<file path="src/rtl/seg7_scan_decoder.sv">
// seg7_scan_decoder: recovers digit values from a multiplexed active-low 7-segment bus.
// Define SEG7DEC_HEX_EN to also decode the A,b,C,d,E,F glyphs as 10..15.
module seg7_scan_decoder #(
  parameter int NDIG   = 8,
  parameter int STABLE = 4
) (
  input  logic              clk,
  input  logic              rst_n,
  input  logic [6:0]        seg_n,
  input  logic [NDIG-1:0]   an_n,
  output logic [4*NDIG-1:0] digits,
  output logic [NDIG-1:0]   dvalid,
  output logic [NDIG-1:0]   derr,
  output logic              upd,
  output logic              frame_valid,
  input  logic              frame_ready,
  output logic [4*NDIG-1:0] frame_digits,
  output logic [NDIG-1:0]   frame_err,
  output logic              frame_ovf
);

  localparam int IW = $clog2(NDIG);
  // Count is cleared on the first cycle after a change, so STABLE-2 precedes the capture edge.
  localparam logic [7:0] CAP_AT = 8'(STABLE - 2);

  logic [6:0]        s_seg, p_seg;
  logic [NDIG-1:0]   s_an, p_an, sel;
  logic [7:0]        cnt;
  logic [NDIG-1:0]   seen, seen_nx;
  logic              legal, same, capture, full, changed;
  logic [IW-1:0]     idx;
  logic [3:0]        dec_val;
  logic              dec_err;
  logic [4*NDIG-1:0] digits_nx;
  logic [NDIG-1:0]   derr_nx;

  // Returns {err, value}; unknown patterns give value 0 with err set.
  function automatic logic [4:0] decode(input logic [6:0] p);
    logic [4:0] r;
    case (p)
      7'b0000001: r = 5'h00;
      7'b1001111: r = 5'h01;
      7'b0010010: r = 5'h02;
      7'b0000110: r = 5'h03;
      7'b1001100: r = 5'h04;
      7'b0100100: r = 5'h05;
      7'b0100000: r = 5'h06;
      7'b0001111: r = 5'h07;
      7'b0000000: r = 5'h08;
      7'b0000100: r = 5'h09;
`ifdef SEG7DEC_HEX_EN
      7'b0001000: r = 5'h0A;
      7'b1100000: r = 5'h0B;
      7'b0110001: r = 5'h0C;
      7'b1000010: r = 5'h0D;
      7'b0110000: r = 5'h0E;
      7'b0111000: r = 5'h0F;
`endif
      default:    r = 5'h10;
    endcase
    return r;
  endfunction

  always_comb begin
    sel   = ~s_an;
    legal = (sel != '0) && ((sel & (sel - NDIG'(1))) == '0);
    idx   = '0;
    for (int i = 0; i < NDIG; i++)
      if (sel[i]) idx = IW'(i);
  end

  assign same    = (s_seg == p_seg) && (s_an == p_an);
  assign capture = same && legal && (cnt == CAP_AT);

  always_comb begin
    {dec_err, dec_val}          = decode(s_seg);
    digits_nx                   = digits;
    derr_nx                     = derr;
    digits_nx[{idx, 2'b00} +: 4] = dec_val;
    derr_nx[idx]                = dec_err;
    changed = (digits[{idx, 2'b00} +: 4] != dec_val) || (derr[idx] != dec_err) || !dvalid[idx];
    seen_nx      = seen;
    seen_nx[idx] = 1'b1;
    full         = &seen_nx;
  end

  always_ff @(posedge clk or negedge rst_n) begin
    if (!rst_n) begin
      s_seg        <= '1;
      s_an         <= '1;
      p_seg        <= '1;
      p_an         <= '1;
      cnt          <= '0;
      seen         <= '0;
      digits       <= '0;
      dvalid       <= '0;
      derr         <= '0;
      upd          <= 1'b0;
      frame_valid  <= 1'b0;
      frame_digits <= '0;
      frame_err    <= '0;
      frame_ovf    <= 1'b0;
    end else begin
      s_seg <= seg_n;
      s_an  <= an_n;
      p_seg <= s_seg;
      p_an  <= s_an;

      if (!same || !legal)    cnt <= '0;
      else if (cnt != 8'hFF)  cnt <= cnt + 8'd1;

      upd       <= 1'b0;
      frame_ovf <= 1'b0;
      if (frame_valid && frame_ready) frame_valid <= 1'b0;

      if (capture) begin
        digits      <= digits_nx;
        derr        <= derr_nx;
        dvalid[idx] <= 1'b1;
        upd         <= changed;
        if (full) begin
          seen <= '0;
          // A frame completing in the accept cycle replaces the snapshot instead of overflowing.
          if (!frame_valid || frame_ready) begin
            frame_valid  <= 1'b1;
            frame_digits <= digits_nx;
            frame_err    <= derr_nx;
          end else begin
            frame_ovf <= 1'b1;
          end
        end else begin
          seen <= seen_nx;
        end
      end
    end
  end

endmodule

</file>
<file path="config.mk">
export PLATFORM = sky130hd
export DESIGN_NAME = seg7_scan_decoder
export DESIGN_NICKNAME = d
export VERILOG_FILES = /design/src/rtl/seg7_scan_decoder.sv
export SDC_FILE = /design/constraint.sdc
export NUM_CORES = 1
export LEC_CHECK = 0
export ABC_AREA = 0
export CAP_MARGIN = 5
export CORE_MARGIN = 5
export CORE_UTILIZATION = 31
export DETAILED_ROUTE_END_ITERATION = 8
export PLACE_DENSITY_LB_ADDON = 0.15
export REMOVE_ABC_BUFFERS = 1
export SLEW_MARGIN = 20
export SYNTH_ARGS = -nofsm -noshare
export SYNTH_HDL_FRONTEND = slang
export SYNTH_SLANG_ARGS = --single-unit
</file>
<file path="constraint.sdc">
create_clock -name clk -period 4.1 [get_ports clk]
set_input_delay 0.41 -clock clk [delete_from_list [all_inputs] [get_ports clk]]
set_output_delay 0.41 -clock clk [all_outputs]
set_load 0.02 [all_outputs]
</file>
# Word level (Yosys, flattened, before mapping)
# Index checks and enable logic that the tools add are counted.
dict set report word_totals {
  ff_bits 137
  latch_bits 0
  mem_bits_rw 0
  romBits 0
  inputBits 18
  output_inout_bits 91
  elab_cells 88
  memories 0
}
dict set report op_classes {
  n_addsub 3
  multipliers 0
  n_div 0
  order_cmp 2
  n_eq_ne 15
  shifts 3
  muxes 27
  bitwise_logic 4
  n_reduce_logical 20
}
# cell n
set ops {}
lappend ops {{5-bit case mux with 10 select lines} 1}
lappend ops {{32-bit bitwise mux} 1}
lappend ops {{4-bit by 7-bit variable shift with 32-bit output, first input constant} 1}
lappend ops {{32-bit by 6-bit indexed part select with 4-bit output} 1}
lappend ops {{4-bit by 7-bit indexed part select with 32-bit output} 1}
lappend ops {{8-bit two-way mux} 3}
lappend ops {{8-bit bitwise OR} 2}
lappend ops {{3-bit two-way mux} 5}
lappend ops {{7-bit by 3-bit == test with 1-bit output, second input constant} 2}
lappend ops {{7-bit by 6-bit == test with 1-bit output, second input constant} 2}
lappend ops {{7-bit == test, second input constant} 2}
lappend ops {{1-bit two-way mux} 12}
lappend ops {{10-bit AND reduction} 1}
lappend ops {{8-bit by 1-bit adder with 8-bit output, second input constant} 1}
lappend ops {{8-bit bitwise AND} 1}
lappend ops {{8-bit bitwise mux} 1}
lappend ops {{8-bit by 2-bit == test with 1-bit output, second input constant} 1}
lappend ops {{8-bit == test} 1}
lappend ops {{8-bit logical NOT} 1}
lappend ops {{8-bit != test, second input constant} 1}
lappend ops {{8-bit inverter} 1}
lappend ops {{8-bit AND reduction} 1}
lappend ops {{8-bit nonzero test} 1}
lappend ops {{8-bit by 1-bit subtractor with 8-bit output, second input constant} 1}
lappend ops {{17 further kinds} 29}

# Longest topological paths before layout
dict set report depth {
  word_depth 16
  depth_mapped 13
  ltp_nobuf 10
}

# Least setup slack after synthesis
# Ideal clock, no wire load.
dict set report synth_path {
  kind {register -> register}
  startpoint {register s_an[6]}
  endpoint {register frame_digits[1]}
  setup_ps 125
  t_arrival_ps 2941
  path_slack_ps 1035
  stages_incl_launch_ff 14
  period_less_slack_ps 3065
  cell_sequence {dfstp_2 -> buf_2 -> buf_1 -> nand2_1 -> a21oi_1 -> inv_1 -> ha_1 -> clkbuf_1 -> nand2_1 -> or3_1 -> clkbuf_1 -> nand2_1 -> o21ai_0 -> mux2_2}
}
dict set report synth_via {
  elab_chain_len 9
}
# element line_no
set synth_lines {}
lappend synth_lines {{start: declaration} 27} ;# logic [NDIG-1:0] s_an, p_an, sel;
lappend synth_lines {{start signal: assignment} 105} ;# s_an <= an_n;
lappend synth_lines {{8-bit inverter} 65} ;# sel = ~s_an;
lappend synth_lines {{3-bit two-way mux (2 in a row)} 69} ;# if (sel[i]) idx = IW'(i);
lappend synth_lines {{3-bit by 4-bit < comparator with 1-bit output (not written as such) or 3-bit by 1-bit >= comparator with 1-bit output (tied branches)} 83} ;# seen_nx[idx] = 1'b1;
lappend synth_lines {{1-bit logical AND (not written as such)} 83}
lappend synth_lines {{1-bit two-way mux (not written as such)} 83}
lappend synth_lines {{1-bit demux with 3-bit select} 83}
lappend synth_lines {{8-bit bitwise OR (no source line)} -}
lappend synth_lines {{10-bit AND reduction (no source line)} -}
lappend synth_lines {{end signal: assignment} 126} ;# frame_digits <= digits_nx;
lappend synth_lines {{end: declaration} 17} ;# output logic [4*NDIG-1:0] frame_digits,
# Several ways; a longest one is shown, not always the timed one.
# A chain may end at the register's enable or synchronous reset.

# Final worst setup path
dict set report layout_path {
  startpoint {register s_an[5]}
  endpoint {register frame_digits[25]}
}
dict set report layout_via {
  elab_chain_len 10
}
# element line_no
set layout_lines {}
lappend layout_lines {{8-bit inverter} 65}
lappend layout_lines {{3-bit two-way mux (3 in a row)} 69}
lappend layout_lines {{3-bit by 4-bit < comparator with 1-bit output (not written as such) or 3-bit by 1-bit >= comparator with 1-bit output (tied branches)} 83}
lappend layout_lines {{1-bit logical AND (not written as such)} 83}
lappend layout_lines {{1-bit two-way mux (not written as such)} 83}
lappend layout_lines {{1-bit demux with 3-bit select} 83}
lappend layout_lines {{8-bit bitwise OR (no source line)} -}
lappend layout_lines {{10-bit AND reduction (no source line)} -}
# Several ways; a longest one is shown, not always the timed one.

==> results.yml <==
cts:
  clk_pin_slew_ns: 0.06
  numClockSinks: 137
  clock_path_buffers: 2
  cts_buffers: 17
  htree_levels: 4
  cts_setup_buffers: 0
  ctsRootBufferMaster: "clkbuf_16"
  clk_latency_ns: 0.43
  cts_tree: "built"
timing:
  fin_skew_ns: 0.00902
  min_period_ns: 3.47
  rsz0062_at_grt: "no"
  clock.fmax_mhz: 288
  drv_slew: 0
  setup_viol_count_final: 0
  timing_hold_violations_final: 0
  finalWorstSetupSlack_ns: 0.628
  holdWs_ns: 0.389
  slew_headroom_pct: 48.0
  worstMarginPinSlew_ns: 0.774
  fin_crit_sh_pct: 84.7
synthesis:
  syn_area_sq_um: 6530
  syn-instance-count: 646
  ys_seq_area_share_pct: 53.1
  synth_ff_type: "dfrtp_1"
  synth_area_leaders: "dfrtp_1 41%, dfstp_2 12%, nand2_1 5.3%"
  synth_cell_types: 70
  synth_edf_count: 0
  async_flop_share_pct: 100
  synth-seq-cells: 137
  yosysTopAreaCell: "dfrtp_1"
  ys_top_cells_by_count: "107 x dfrtp_1, 93 x nand2_1, 50 x nor2_1, 44 x o21ai_0, 39 x a21oi_1"
  netlist.area_leader.share_pct: 41.0
  synth_area_per_cell_sq_um: 10.1
  synth_most_common_cell: "dfrtp_1"
  ys_warn_count: 0
floorplan:
  die_w_um: 155
  pin_count: 109
  core-area_sq_um: 20900
  rows: 53
  dieArea_sq_um: 24100
  start_util_pct: 31.3
  die_y_um: 155
outcome:
  outcome: "finished, final reports clean"
drt:
  routed_wl_um: 19900
  drt_iter0_drc: 271
  viasPerCell: 5.09
  detail-route-antenna-nets: 0
  drc: 0
  wl_per_cell_um: 19.2
  num_vias: 5281
  drt_first_pass_iters: 5
power:
  power.leakage_nw: 3.25
  p_total_mw: 3.09
  power_density_nw_per_um2: 366
  peakVddDrop_mv: 0.240
finish:
  fin_nets: 775
  drive_above_1_share_pct: 12.6
  fillers: 2052
  postLayoutCoreUtil_pct: 40.5
  final_area_sq_um: 8460
  area_growth_pct: 29.5
  insertedDiodeCount: 0
hold_path:
  min_path_type: "in2reg"
placement:
  dpl.hpwl_um: 14400
  gp_congestion: 0.842
  io_buffers: 108
  place_ws_ns: 0.649
  post_dp_cell_area_sq_um: 7860
worst_setup_path:
  startpoint: "s_an[5]"
  ff2ff_setup_slack_ns: 0.63
  r2r-start: "s_an[5]"
  cp.required_ns: 4.42
  worstSetupPathType: "reg2reg"
  crit_fanout: 20
  worstRegToRegCells: 9
  start_kind: "flip-flop"
  cp.arrival_ns: 3.79
  reg2reg_to: "frame_digits[25]"
  critPathCaptureType: "flip-flop"
  crit_end: "frame_digits[25]"
grt:
  grt_start_max_net_pins: 73
  gr-total-overflow: 0
  track_usage_pct: 16.9
  antenna_found_initial: 1
  grt_pass1_wl_um: 31400
  grt_pass1_vias: 5280
flow_run:
  drv_cap: 0
[through the flow]
| stage | setup TNS [ns] | std cells |
|---|---|---|
| global route | 0 | 1037 |
| finish | 0 | 1037 |
| global placement | 0 | 1004 |
| floorplan | -19.75 | 616 |
| CTS | 0 | 1037 |
| detailed placement | 0 | 1004 |
[flip-flops by register name (all words and copies together), names as in the netlist, 7 cells and up]
name	count
digits	32
frame_digits	32
cnt	8
derr	8
dvalid	8
frame_err	8
p_an	8
s_an	8
seen	8
p_seg	7
s_seg	7
[cell families after synthesis]
kind of cell / share of synthesized area (%)
muxes: 4.10
AOI/OAI and AO/OA: 17.5
and+or+nand+nor: 18.0
DFF: 53.1
buffers and inverters: 3.45
xor gates and xnor gates: 2.41
adders and majority gates: 1.53
[worst min path at each step]
| stage | start | end | cells after the start | slack (ns) |
|---|---|---|---|---|
| after floorplan | rst_n | cnt[0] | 0 | 0.11 |
| after global placement | s_an[0] | p_an[0] | 0 | 0.39 |
| after detailed placement | s_an[0] | p_an[0] | 0 | 0.39 |
| after CTS | seg_n[6] | s_seg[6] | 1 | 0.37 |
| after global routing | seg_n[2] | s_seg[2] | 1 | 0.37 |
| final | seg_n[6] | s_seg[6] | 1 | 0.39 |
[power by group]
group	switching [mW]	internal (mW)	total [mW]
Combinational	0.0971	0.0554	0.152
Sequential	0.0289	1.38	1.41
Clock	0.615	0.915	1.53
Total	0.741	2.35	3.09
[repair_timing]
action | CTS | global route
endpoints found under the hold margin | 4 | 0
resized for setup | 0 | 0
endpoints found under the setup margin | 0 | 0
hold buffers | 1 | 0
[cell usage in the layout (no fill, tap or decap), drive strengths merged, types with 5 or more instances in the layout]
cell type      instances
and3                   7
buf                    6
nor3                  10
o211ai                22
ha                     8
clkbuf                19
o221ai                 5
o21a                  25
clkdlybuf4s50        107
mux2                  14
xnor2                  9
nand2                 93
nor2                  52
nand3b                 6
dfrtp                107
o21ai                 45
inv                   15
dfstp                 30
mux2i                 11
a21oi                 40
nand2b                13
clkinv                 7
nand3                 22
nor4                   5
or2                    7
nand4                  5
a211oi                11
xor2                   9
[critical path, stage by stage, from the launching register on]
cell and delay, ns:
dfstp_2 0.79, nand3_1 0.34, a21oi_2 0.55, ha_1 0.27, ha_1 0.32, nor2_1 0.41, nand2_1 0.29, nand2_1 0.15
o211ai_1 0.11, o21a_1 0.13
[area by class of cell]
cell class                      instances  area [sq um]  area share [%]
Clock buffer                           19           443            5.24
Clock inverter                         13           148            1.75
Inverter                               15          56.3           0.666
Multi-Input combinational cell        464          2850            33.7
Sequential cell                       137          3470            41.0
Tap cell                              275           344            4.07
Timing Repair Buffer                  114          1150            13.7
[metal layers]
metal / GRT usage, % / part of all wire (%)
met5: 0 / 0
met4: 5.34 / 1.3
met3: 3.78 / 4.6
met2: 26.2 / 47
met1: 23.5 / 47
Power figures use the tool's default switching activity.
